## src/rtl/showdown_sequencer_pkg.sv

```systemverilog
// Shared types for the showdown sequencer: FSM encoding, hand categories, score width
// and the player-count clamp used at request acceptance.
package showdown_sequencer_pkg;

    localparam int SCORE_W = 15;

    localparam logic [2:0] CAT_NONE     = 3'd0;
    localparam logic [2:0] CAT_PAIR     = 3'd1;
    localparam logic [2:0] CAT_TWO_PAIR = 3'd2;
    localparam logic [2:0] CAT_THREE    = 3'd3;
    localparam logic [2:0] CAT_FULL     = 3'd4;
    localparam logic [2:0] CAT_FOUR     = 3'd5;

    typedef enum logic [2:0] {
        S_IDLE, S_LOAD, S_ACT, S_WAIT, S_CAPTURE, S_NEXT, S_DONE
    } state_e;

    typedef logic [SCORE_W-1:0] score_t;

    function automatic logic [2:0] clamp_players(input logic [2:0] n, input int max_p);
        if (n < 3'd2) return 3'd2;
        if (int'(n) > max_p) return 3'(max_p);
        return n;
    endfunction

endpackage

```

## src/rtl/showdown_sequencer_if.sv

```systemverilog
// Request, evaluator and result signals of the showdown sequencer.
// slave = sequencer view, master = requester/evaluator view.
interface showdown_sequencer_if #(parameter int MAX_PLAYERS = 4);
    import showdown_sequencer_pkg::*;

    logic                     start;
    logic [2:0]               num_players;
    logic [8*MAX_PLAYERS-1:0] hole_cards;
    logic [19:0]              community_cards;
    logic [27:0]              eval_card;
    logic                     eval_activate;
    logic [4:0]               eval_flags;
    logic [11:0]              eval_max;
    logic                     busy;
    logic                     done;
    logic [MAX_PLAYERS-1:0]   winner_mask;
    score_t                   best_score;

    modport slave (
        input  start, num_players, hole_cards, community_cards, eval_flags, eval_max,
        output eval_card, eval_activate, busy, done, winner_mask, best_score
    );

    modport master (
        output start, num_players, hole_cards, community_cards, eval_flags, eval_max,
        input  eval_card, eval_activate, busy, done, winner_mask, best_score
    );

endinterface

```

## src/rtl/showdown_sequencer_score_encoder.sv

```systemverilog
// Combinational hand score: priority-encoded category on top of the evaluator's three max ranks.
module score_encoder
    import showdown_sequencer_pkg::*;
(
    input  logic [4:0]  eval_flags_i,
    input  logic [11:0] eval_max_i,
    output score_t      score_o
);

    logic [2:0] cat;

    always_comb begin
        cat = CAT_NONE;
        if      (eval_flags_i[4]) cat = CAT_FOUR;
        else if (eval_flags_i[3]) cat = CAT_FULL;
        else if (eval_flags_i[2]) cat = CAT_THREE;
        else if (eval_flags_i[1]) cat = CAT_TWO_PAIR;
        else if (eval_flags_i[0]) cat = CAT_PAIR;
    end

    assign score_o = {cat, eval_max_i};

endmodule

```

## src/rtl/showdown_sequencer.sv

```systemverilog
// Steps each active player's seven cards through an external evaluator and tracks the best score
// and the set of players holding it; done pulses N*(EVAL_WAIT+3)+1 cycles after start is accepted.
module showdown_sequencer
    import showdown_sequencer_pkg::*;
#(
    parameter int MAX_PLAYERS = 4,
    parameter int EVAL_WAIT   = 4
) (
    input  logic                  clk,
    input  logic                  rst_n,
    showdown_sequencer_if.slave   bus
);

    state_e                 state_q, state_d;
    logic [2:0]             idx_q, idx_d;
    logic [2:0]             nplay_q, nplay_d;
    logic [3:0]             cnt_q, cnt_d;
    logic [27:0]            card_q, card_d;
    score_t                 best_q, best_d;
    logic [MAX_PLAYERS-1:0] mask_q, mask_d;

    score_t                 score;
    logic [7:0]             hole_sel;
    logic [MAX_PLAYERS-1:0] idx_onehot;

    score_encoder u_score_encoder (
        .eval_flags_i (bus.eval_flags),
        .eval_max_i   (bus.eval_max),
        .score_o      (score)
    );

    assign hole_sel   = bus.hole_cards[8*idx_q[1:0] +: 8];
    assign idx_onehot = MAX_PLAYERS'(1) << idx_q;

    always_ff @(posedge clk or negedge rst_n) begin
        if (!rst_n) begin
            state_q <= S_IDLE;
            idx_q   <= '0;
            nplay_q <= '0;
            cnt_q   <= '0;
            card_q  <= '0;
            best_q  <= '0;
            mask_q  <= '0;
        end else begin
            state_q <= state_d;
            idx_q   <= idx_d;
            nplay_q <= nplay_d;
            cnt_q   <= cnt_d;
            card_q  <= card_d;
            best_q  <= best_d;
            mask_q  <= mask_d;
        end
    end

    always_comb begin
        state_d = state_q;
        idx_d   = idx_q;
        nplay_d = nplay_q;
        cnt_d   = cnt_q;
        card_d  = card_q;
        best_d  = best_q;
        mask_d  = mask_q;
        unique case (state_q)
            S_IDLE: begin
                if (bus.start) begin
                    state_d = S_LOAD;
                    idx_d   = '0;
                    cnt_d   = '0;
                    best_d  = '0;
                    mask_d  = '0;
                    nplay_d = clamp_players(bus.num_players, MAX_PLAYERS);
                end
            end
            S_LOAD: begin
                card_d  = {bus.community_cards, hole_sel};
                state_d = S_ACT;
            end
            // The capture edge itself is the last of the EVAL_WAIT cycles after the
            // activate edge, so WAIT only covers the EVAL_WAIT-1 cycles before it.
            S_ACT: begin
                cnt_d   = 4'(EVAL_WAIT - 1);
                state_d = (EVAL_WAIT > 1) ? S_WAIT : S_CAPTURE;
            end
            S_WAIT: begin
                if (cnt_q <= 4'd1) begin
                    cnt_d   = '0;
                    state_d = S_CAPTURE;
                end else begin
                    cnt_d = cnt_q - 4'd1;
                end
            end
            S_CAPTURE: begin
                if (idx_q == 3'd0 || score > best_q) begin
                    best_d = score;
                    mask_d = idx_onehot;
                end else if (score == best_q) begin
                    mask_d = mask_q | idx_onehot;
                end
                state_d = S_NEXT;
            end
            S_NEXT: begin
                if (idx_q == nplay_q - 3'd1) begin
                    state_d = S_DONE;
                end else begin
                    idx_d   = idx_q + 3'd1;
                    state_d = S_LOAD;
                end
            end
            S_DONE:  state_d = S_IDLE;
            default: state_d = S_IDLE;
        endcase
    end

    assign bus.eval_card     = card_q;
    assign bus.eval_activate = (state_q == S_ACT);
    assign bus.busy          = (state_q != S_IDLE);
    assign bus.done          = (state_q == S_DONE);
    assign bus.winner_mask   = mask_q;
    assign bus.best_score    = best_q;

endmodule
```

## src/flat_wrapper.sv

```systemverilog
// flat-port wrapper written by rule: the top's interface ports become plain ports
module showdown_sequencer_flat import showdown_sequencer_pkg::*;
#(
    parameter int MAX_PLAYERS = 4,
    parameter int EVAL_WAIT   = 4
)
  (clk, rst_n, bus_start, bus_num_players, bus_hole_cards, bus_community_cards, bus_eval_flags, bus_eval_max, bus_eval_card, bus_eval_activate, bus_busy, bus_done, bus_winner_mask, bus_best_score);
  showdown_sequencer_if #(.MAX_PLAYERS(MAX_PLAYERS)) bus_i ();
  input  logic clk;
  input  logic rst_n;
  input wire logic [$bits(bus_i.start)-1:0] bus_start;
  input wire logic [$bits(bus_i.num_players)-1:0] bus_num_players;
  input wire logic [$bits(bus_i.hole_cards)-1:0] bus_hole_cards;
  input wire logic [$bits(bus_i.community_cards)-1:0] bus_community_cards;
  input wire logic [$bits(bus_i.eval_flags)-1:0] bus_eval_flags;
  input wire logic [$bits(bus_i.eval_max)-1:0] bus_eval_max;
  output wire logic [$bits(bus_i.eval_card)-1:0] bus_eval_card;
  output wire logic [$bits(bus_i.eval_activate)-1:0] bus_eval_activate;
  output wire logic [$bits(bus_i.busy)-1:0] bus_busy;
  output wire logic [$bits(bus_i.done)-1:0] bus_done;
  output wire logic [$bits(bus_i.winner_mask)-1:0] bus_winner_mask;
  output wire logic [$bits(bus_i.best_score)-1:0] bus_best_score;
  assign bus_i.start = bus_start;
  assign bus_i.num_players = bus_num_players;
  assign bus_i.hole_cards = bus_hole_cards;
  assign bus_i.community_cards = bus_community_cards;
  assign bus_i.eval_flags = bus_eval_flags;
  assign bus_i.eval_max = bus_eval_max;
  assign bus_eval_card = bus_i.eval_card;
  assign bus_eval_activate = bus_i.eval_activate;
  assign bus_busy = bus_i.busy;
  assign bus_done = bus_i.done;
  assign bus_winner_mask = bus_i.winner_mask;
  assign bus_best_score = bus_i.best_score;
  showdown_sequencer #(.MAX_PLAYERS(MAX_PLAYERS), .EVAL_WAIT(EVAL_WAIT)) u_core (.clk(clk), .rst_n(rst_n), .bus(bus_i));
endmodule
```

## config.mk

```make
export PLATFORM = sky130hd
export DESIGN_NAME = showdown_sequencer_flat
export DESIGN_NICKNAME = d
export VERILOG_FILES = /design/src/rtl/showdown_sequencer_pkg.sv /design/src/rtl/showdown_sequencer_if.sv /design/src/rtl/showdown_sequencer_score_encoder.sv /design/src/rtl/showdown_sequencer.sv /design/src/flat_wrapper.sv
export SDC_FILE = /design/constraint.sdc
export NUM_CORES = 1
export LEC_CHECK = 0
export ABC_AREA = 1
export CORE_ASPECT_RATIO = 0.8
export CORE_MARGIN = 2
export CORE_UTILIZATION = 45
export CTS_CLUSTER_DIAMETER = 100
export DETAILED_ROUTE_END_ITERATION = 8
export PLACE_DENSITY = 0.8
export SLEW_MARGIN = 20
export SYNTH_ARGS = -nofsm -noshare
export SYNTH_HDL_FRONTEND = slang
export SYNTH_SLANG_ARGS = --single-unit
```

## constraint.sdc

```tcl
create_clock -name clk -period 2.53 [get_ports clk]
set_clock_uncertainty 0.1 [all_clocks]
set_input_delay 0.3795 -clock clk [delete_from_list [all_inputs] [get_ports clk]]
set_output_delay 0.3795 -clock clk [all_outputs]
set_load 0.01 [all_outputs]
```

After elaboration in Yosys (flattened, before gate mapping)

Index checks and enable logic that the tools add are counted.

Word-level logic and storage cells: 75
Output and inout port bits: 50
Flip-flop bits (word level): 60

Reduce and logical (&&, ||, !) cells: 13
Shifts and indexed selects: 2
Add/sub/neg operators: 3
Equal/unequal tests: 13
Magnitude comparators: 4
Bitwise gates (word level): 1
Mux-type cells: 32

Operators with widths:

| operator                                                       | count |
|---|---|
| two-way mux 3 bit                                              | 13 |
| indexed part select 32 x 6 -> 8 bit                            | 1 |
| two-way mux 15 bit                                             | 2 |
| one-hot mux 15 bit (2 select lines)                            | 1 |
| one-hot mux 3 bit (6 select lines)                             | 1 |
| two-way mux 4 bit                                              | 4 |
| == test 15 bit                                                 | 1 |
| greater-than comparator 15 bit                                 | 1 |
| one-hot mux 4 bit (3 select lines)                             | 1 |
| == test 3 bit, second input constant                           | 3 |
| AND reduction 3 bit                                            | 3 |
| two-way mux 1 bit                                              | 8 |
| one-hot mux 4 bit (2 select lines)                             | 1 |
| == test 3 x 2 -> 1 bit, second input constant                  | 2 |
| zero test 3 bit                                                | 2 |
| one-hot mux 3 bit (2 select lines)                             | 1 |
| AND reduction 2 bit                                            | 3 |
| nonzero test 3 bit                                             | 2 |
| less-or-equal comparator 4 x 1 -> 1 bit, second input constant | 1 |
| inequality test 2 x 1 -> 1 bit, second input constant          | 2 |
| inequality test 2 bit, second input constant                   | 2 |
| OR 4 bit                                                       | 1 |
| nonzero test 2 bit                                             | 2 |
| left shift 1 x 3 -> 4 bit, first input constant                | 1 |
| other kinds (9)                                                | 9 |

Longest topological paths before layout

Word-level depth: 9
Gate-level depth with buffers: 18
Mapped depth without buffers: 17

Hierarchy

From an unflattened synthesis, not the netlist that was laid out.

Cell total of the unflattened synthesis: 451
Area, all modules: 3,545.9 sq um

By module, submodules not included:

| module             | cells each | times used | area an instance (sq um) | sequential area each (sq um) |
|---|---|---|---|---|
| showdown_sequencer | 429        | 1          | 3,408.3                  | 1,501.4 |
| score_encoder      | 22         | 1          | 137.6                    | 0.0 |

Least setup slack after synthesis

No wires, ideal clock.

Path kind: in2reg
Start: in bus_eval_flags[0]
End: reg u_core.best_q[0], in the netlist u_core.bus.best_score[0]
Data arrival time: 1.917 ns
Cell stages on the path: 17
Setup slack: 0.397 ns
Setup time: 0.117 ns
Data required time: 2.313 ns
Cell sequence: inv_1 > nor2_1 > o21ai_0 > nand2_1 > ha_1 > nand2_1 > nor2_4 > nand2_1 > nor2_2 > nand2_1 > nand2_1 > nand2_2 > nand2_2 > nand2_4 > buf_2 > nand3_1 > nand2_1

Word-level cells in the longest chain between the ends: 9

Ends and longest elaborated chain:

| item                                     | line                                   | source |
|---|---|---|
| start: declaration                       | flat_wrapper.sv:15                     | `input wire logic [$bits(bus_i.eval_flags)-1:0] bus_eval_flags;` |
| two-way mux 1 bit                        | showdown_sequencer_score_encoder.sv:18 | `else if (eval_flags_i[0]) cat = CAT_PAIR;` |
| two-way mux 3 bit                        | showdown_sequencer_score_encoder.sv:17 | `else if (eval_flags_i[1]) cat = CAT_TWO_PAIR;` |
| two-way mux 3 bit                        | showdown_sequencer_score_encoder.sv:16 | `else if (eval_flags_i[2]) cat = CAT_THREE;` |
| two-way mux 3 bit                        | showdown_sequencer_score_encoder.sv:15 | `else if (eval_flags_i[3]) cat = CAT_FULL;` |
| two-way mux 3 bit                        | showdown_sequencer_score_encoder.sv:14 | `if (eval_flags_i[4]) cat = CAT_FOUR;` |
| greater-than comparator 15 bit           | showdown_sequencer.sv:93               | `if (idx_q == 3'd0 \|\| score > best_q) begin` |
| logical OR 1 bit                         | showdown_sequencer.sv:93               |  |
| inequality test 2 x 1 -> 1 bit (no line) | --                                     |  |
| AND reduction 3 bit (no line)            | --                                     |  |
| end signal: assignment                   | showdown_sequencer.sv:50               | `best_q <= best_d;` |
| end: declaration                         | showdown_sequencer.sv:19               | `score_t best_q, best_d;` |

No other way between the ends.
A chain may end at the register's enable or synchronous reset.

Worst setup path in the final report

Start: in bus_eval_flags[1]
End: reg u_core.best_q[11], in the netlist u_core.bus.best_score[11]

Word-level cells in the longest chain between the ends: 8

Ends and longest elaborated chain:

| item                                     | line |
|---|---|
| two-way mux 3 bit                        | showdown_sequencer_score_encoder.sv:17 |
| two-way mux 3 bit                        | showdown_sequencer_score_encoder.sv:16 |
| two-way mux 3 bit                        | showdown_sequencer_score_encoder.sv:15 |
| two-way mux 3 bit                        | showdown_sequencer_score_encoder.sv:14 |
| greater-than comparator 15 bit           | showdown_sequencer.sv:93 |
| logical OR 1 bit                         | showdown_sequencer.sv:93 |
| inequality test 2 x 1 -> 1 bit (no line) | -- |
| AND reduction 3 bit (no line)            | -- |

No other way between the ends.

==> flow_summary.yaml <==
drt:
  wl_met2_um: 5110
  avg_vias_per_cell: 5.01
  route.antenna.remaining_nets: 0
  per_cell_routed_wire_length_um: 14.1
  met3WireLength_um: 584
  routed-via-count: 3624
  first_iter_violations: 223
  maxUsedRoutingLayer: "met4"
  drc: 0
  wirelength_met1_um: 4200
  detail_route.first_pass.iterations: 4
  drt_wl_total_um: 10200
critical_path:
  ordered_cell_list_for_the_critical_path: "clkdlybuf4s50_1 -> nor2_1 -> o21ai_2 -> nand2_1 -> ha_4 -> nand2_1 -> nor2_4 -> nand2_1 -> nor2_2 -> nand2_1 -> nand2_1 -> nand2_2 -> nand2_4 -> nand2_8 -> nand2_4 -> nand2_1 -> nand2_1"
  worst-endpoint-required_ns: 2.71
  criticalPathCategory: "primary input to flop"
  cell_depth_of_the_worst_flop_to_flop_path: 14
  critical_path.max_stage_delay_ns: 0.49
  path_max_fanout: 9
  cell_with_the_most_instances_on_the_worst_path: "sky130_fd_sc_hd__nand2_1"
  worstSetupEndpointType: "flop"
  worst_ep_arrival_time_ns: 2.58
  crit_path_top_delay_cell: "sky130_fd_sc_hd__clkdlybuf4s50_1"
  setup.worst_path.start_class: "primary input"
flow_run:
  max_cap_viol_count: 0
die:
  start_util_pct: 46.9
  fp.dieH_um: 82.9
  pin_count: 125
  rows: 28
  core-area_um2: 7460
  fp.dieArea_um2: 8510
  die_width_um: 103
yosys:
  synth-async-reset-ratio_pct: 100
  synth.top_cells.by_area: "sky130_fd_sc_hd__dfrtp_1 (43%), sky130_fd_sc_hd__nand2_1 (19%), sky130_fd_sc_hd__ha_1 (8.2%), sky130_fd_sc_hd__inv_1 (6.0%), sky130_fd_sc_hd__nor2_1 (4.2%)"
  top_flip_flop_cell_by_instance_count_after_synthesis: "sky130_fd_sc_hd__dfrtp_1"
  netlist.area_leader.share_pct: 42.9
  seq_area_frac_synth_pct: 42.9
  yosys_warnings: 0
  synthesis.nets: 575
  synth.ff_latch_count: 60
  synth_enable_flop_cells: 0
  synth_largest_area_cell: "sky130_fd_sc_hd__dfrtp_1"
  synth.cell_area_um2: 3500
  distinct_cells_synth: 29
  syn_avg_cell_area_um2: 7.34
  post_synth_most_frequent_cells: "sky130_fd_sc_hd__nand2_1 (178), sky130_fd_sc_hd__dfrtp_1 (60), sky130_fd_sc_hd__inv_1 (56), sky130_fd_sc_hd__nor2_1 (39)"
  synth_cells: 477
  yosysMostFrequentCell: "sky130_fd_sc_hd__nand2_1"
place:
  globalplace.congestion: 0.846
  hpwlAfterDp_um: 7320
  port_buffers: 124
  place.detailed.instances: 704
cts:
  cts_max_path_buffers: 2
  numCtsBuffers: 9
  cts-htree-levels: 3
  worst_setup_hold_path_clk_slew_ns: 0.07
  tritoncts_num_sinks: 60
  cts_tree: "done"
  clk_latency_ns: 0.34
  ctsRootBufferMaster: "sky130_fd_sc_hd__clkbuf_8"
power:
  power.total_w: 0.00506
  power.net_switching_w: 0.00207
  cellLeakagePower_nw: 2.55
  p_int_w: 0.00300
  power.share.sequential_pct: 31.0
  power_per_cell_area_nw_per_um2: 980
  peakVddDrop_mv: 0.402
  power.share.combinational_pct: 51.6
  power.switching_fraction_pct: 40.8
  clkPwrFrac_pct: 17.4
global_route:
  grt_first_pass_wirelength_um: 16200
  globalRouteOverflowTotal: 0
  grt_pass1_vias: 3489
  grt_antenna_before_repair: 0
  globalRouteTotalUtil_pct: 24.3
  grt_max_degree: 31
min_path:
  worst_hold_path_type: "flop to flop"
  hold_depth: 2
timing:
  slew_violations: 0
  layout_worst_path_cycle_share_pct: 95.1
  slew_headroom_pct: 40.2
  fmaxAchievable_mhz: 416
  setup_viol_count_final: 0
  worst_pin_slew_ns: 0.895
  hold_violations_final: 0
  finalWorstPathRequiredPeriod_ns: 2.41
cells_and_area:
  nNetsFinal: 711
  register_area_um2: 1500
  drive_above_1_share_pct: 7.77
  synthesis_to_finish_area_growth_pct: 47.5
  finalNonFillerCells: 723
  final_core_util_pct: 69.2
  multi_input_area_um2: 1760
  diodes: 0
  filler_cell_count: 617
outcome:
  status: "finished, final reports clean"
-- path summary, 6_finish.rpt --
| path | start | to | slack (ns) |
|---|---|---|---|
| setup / recovery | bus_eval_flags[1] | u_core.bus.best_score[11]$_DFFE_PN0P_ | 0.12 |
| hold / removal | u_core.bus.eval_card[15]$_DFFE_PN0N_ | u_core.bus.eval_card[15]$_DFFE_PN0N_ | 0.37 |
| setup reg to reg | u_core.bus.best_score[10]$_DFFE_PN0P_ | u_core.bus.best_score[9]$_DFFE_PN0P_ | 0.39 |
| hold reg to reg | u_core.bus.eval_card[15]$_DFFE_PN0N_ | u_core.bus.eval_card[15]$_DFFE_PN0N_ | 0.37 |
| max in group asynchronous | rst_n | u_core.bus.best_score[9]$_DFFE_PN0P_ | 1.07 |
| min in group asynchronous | rst_n | u_core.bus.eval_card[2]$_DFFE_PN0N_ | 0.53 |
-- metrics by stage --
| stage | setup WS (ns) | TNS, ns | cell area, um^2 | hold slack (ns) |
|---|---|---|---|---|
| floorplan | 0.397 | 0 | 3500 | -0.0161 |
| global placement | -0.135 | -2.12 | 4890 | 0.354 |
| detailed placement | -0.330 | -5.41 | 4890 | 0.359 |
| CTS | 0.0162 | 0 | 5110 | 0.375 |
| global route | -0.0118 | -0.0481 | 5170 | 0.392 |
| finish | 0.125 | 0 | 5170 | 0.371 |
-- critical path, delay by kind of cell --
kind	cells	cell delay, ns
adders and majority gates	1	0.27
buffers and inverters	1	0.49
and+or+nand+nor	14	1.29
AOI/OAI and AO/OA	1	0.14
-- per-layer routing --
layer	vias up	track usage, %
li1	1769	-
met1	1702	30.1
met2	124	40.3
met3	29	5.64
met4	0	10.3
met5	-	0
-- power groups by stage --
| stage | logic [W] | clock network [W] | registers (W) |
|---|---|---|---|
| 6_report | 0.00261 | 0.000881 | 0.00157 |
| 5_1_grt | 0.00289 | 0.000933 | 0.00162 |
| 4_1_cts | 0.00257 | 0.000897 | 0.00157 |
| 3_5_place_dp | 0.00253 | 0 | 0.00157 |
| 3_3_place_gp | 0.00244 | 0 | 0.00156 |
| 2_1_floorplan | 0.00131 | 0 | 0.00168 |
-- flip-flops by register name, summed over array words and instances (netlist names) --
name and count:
u_core.bus.eval_card 28, u_core.bus.best_score 15, u_core.bus.winner_mask 4, u_core.cnt_q 4, u_core.idx_q 3, u_core.nplay_q 3
u_core.state_q 3
-- placed cells by master, fill, tap and decap left out, types with 3 or more instances in the layout --
cell type and n:
sky130_fd_sc_hd__nor2_1 38, sky130_fd_sc_hd__nor3_1 5, sky130_fd_sc_hd__buf_4 12, sky130_fd_sc_hd__dfrtp_1 60
sky130_fd_sc_hd__nand2_1 178, sky130_fd_sc_hd__inv_1 56, sky130_fd_sc_hd__a21oi_1 9, sky130_fd_sc_hd__o211ai_1 3
sky130_fd_sc_hd__ha_1 22, sky130_fd_sc_hd__clkdlybuf4s50_1 123, sky130_fd_sc_hd__nor2_4 4, sky130_fd_sc_hd__nand3_1 25
sky130_fd_sc_hd__inv_2 5, sky130_fd_sc_hd__nand2_4 3, sky130_fd_sc_hd__o21ai_0 24, sky130_fd_sc_hd__nand4_1 4
sky130_fd_sc_hd__a31oi_1 3, sky130_fd_sc_hd__clkbuf_8 11, sky130_fd_sc_hd__o22ai_1 9
-- cell type report --
type	instances	share of cell area (%)
Timing Repair Buffer	137	25.9
Inverter	62	4.50
Multi-Input combinational cell	343	34.1
Sequential cell	60	29.1
Clock buffer	12	3.00
Clock inverter	4	0.920
Tap cell	105	2.54
-- cells by family (layout without fill, tap and decap cells) --
logic type / Yosys count / count (layout) / share of synthesized area [%]
and+or+nand+nor: 265 / 267 / 31.7
buffers and inverters: 76 / 215 / 8.64
DFF: 60 / 60 / 42.9
AOI/OAI and AO/OA: 50 / 50 / 7.86
adders and majority gates: 23 / 23 / 8.21
xor gates and xnor gates: 3 / 3 / 0.750
-- timing repair --
action	4_1_cts	5_1_grt
gates cloned	0	2
gates resized for setup	1	5
hold buffers	1	0
setup buffers	0	0
hold endpoints to repair	8	0
pin swaps	0	2
endpoints found under the setup margin	10	19
No activity file was read; power rests on OpenSTA's default activity.
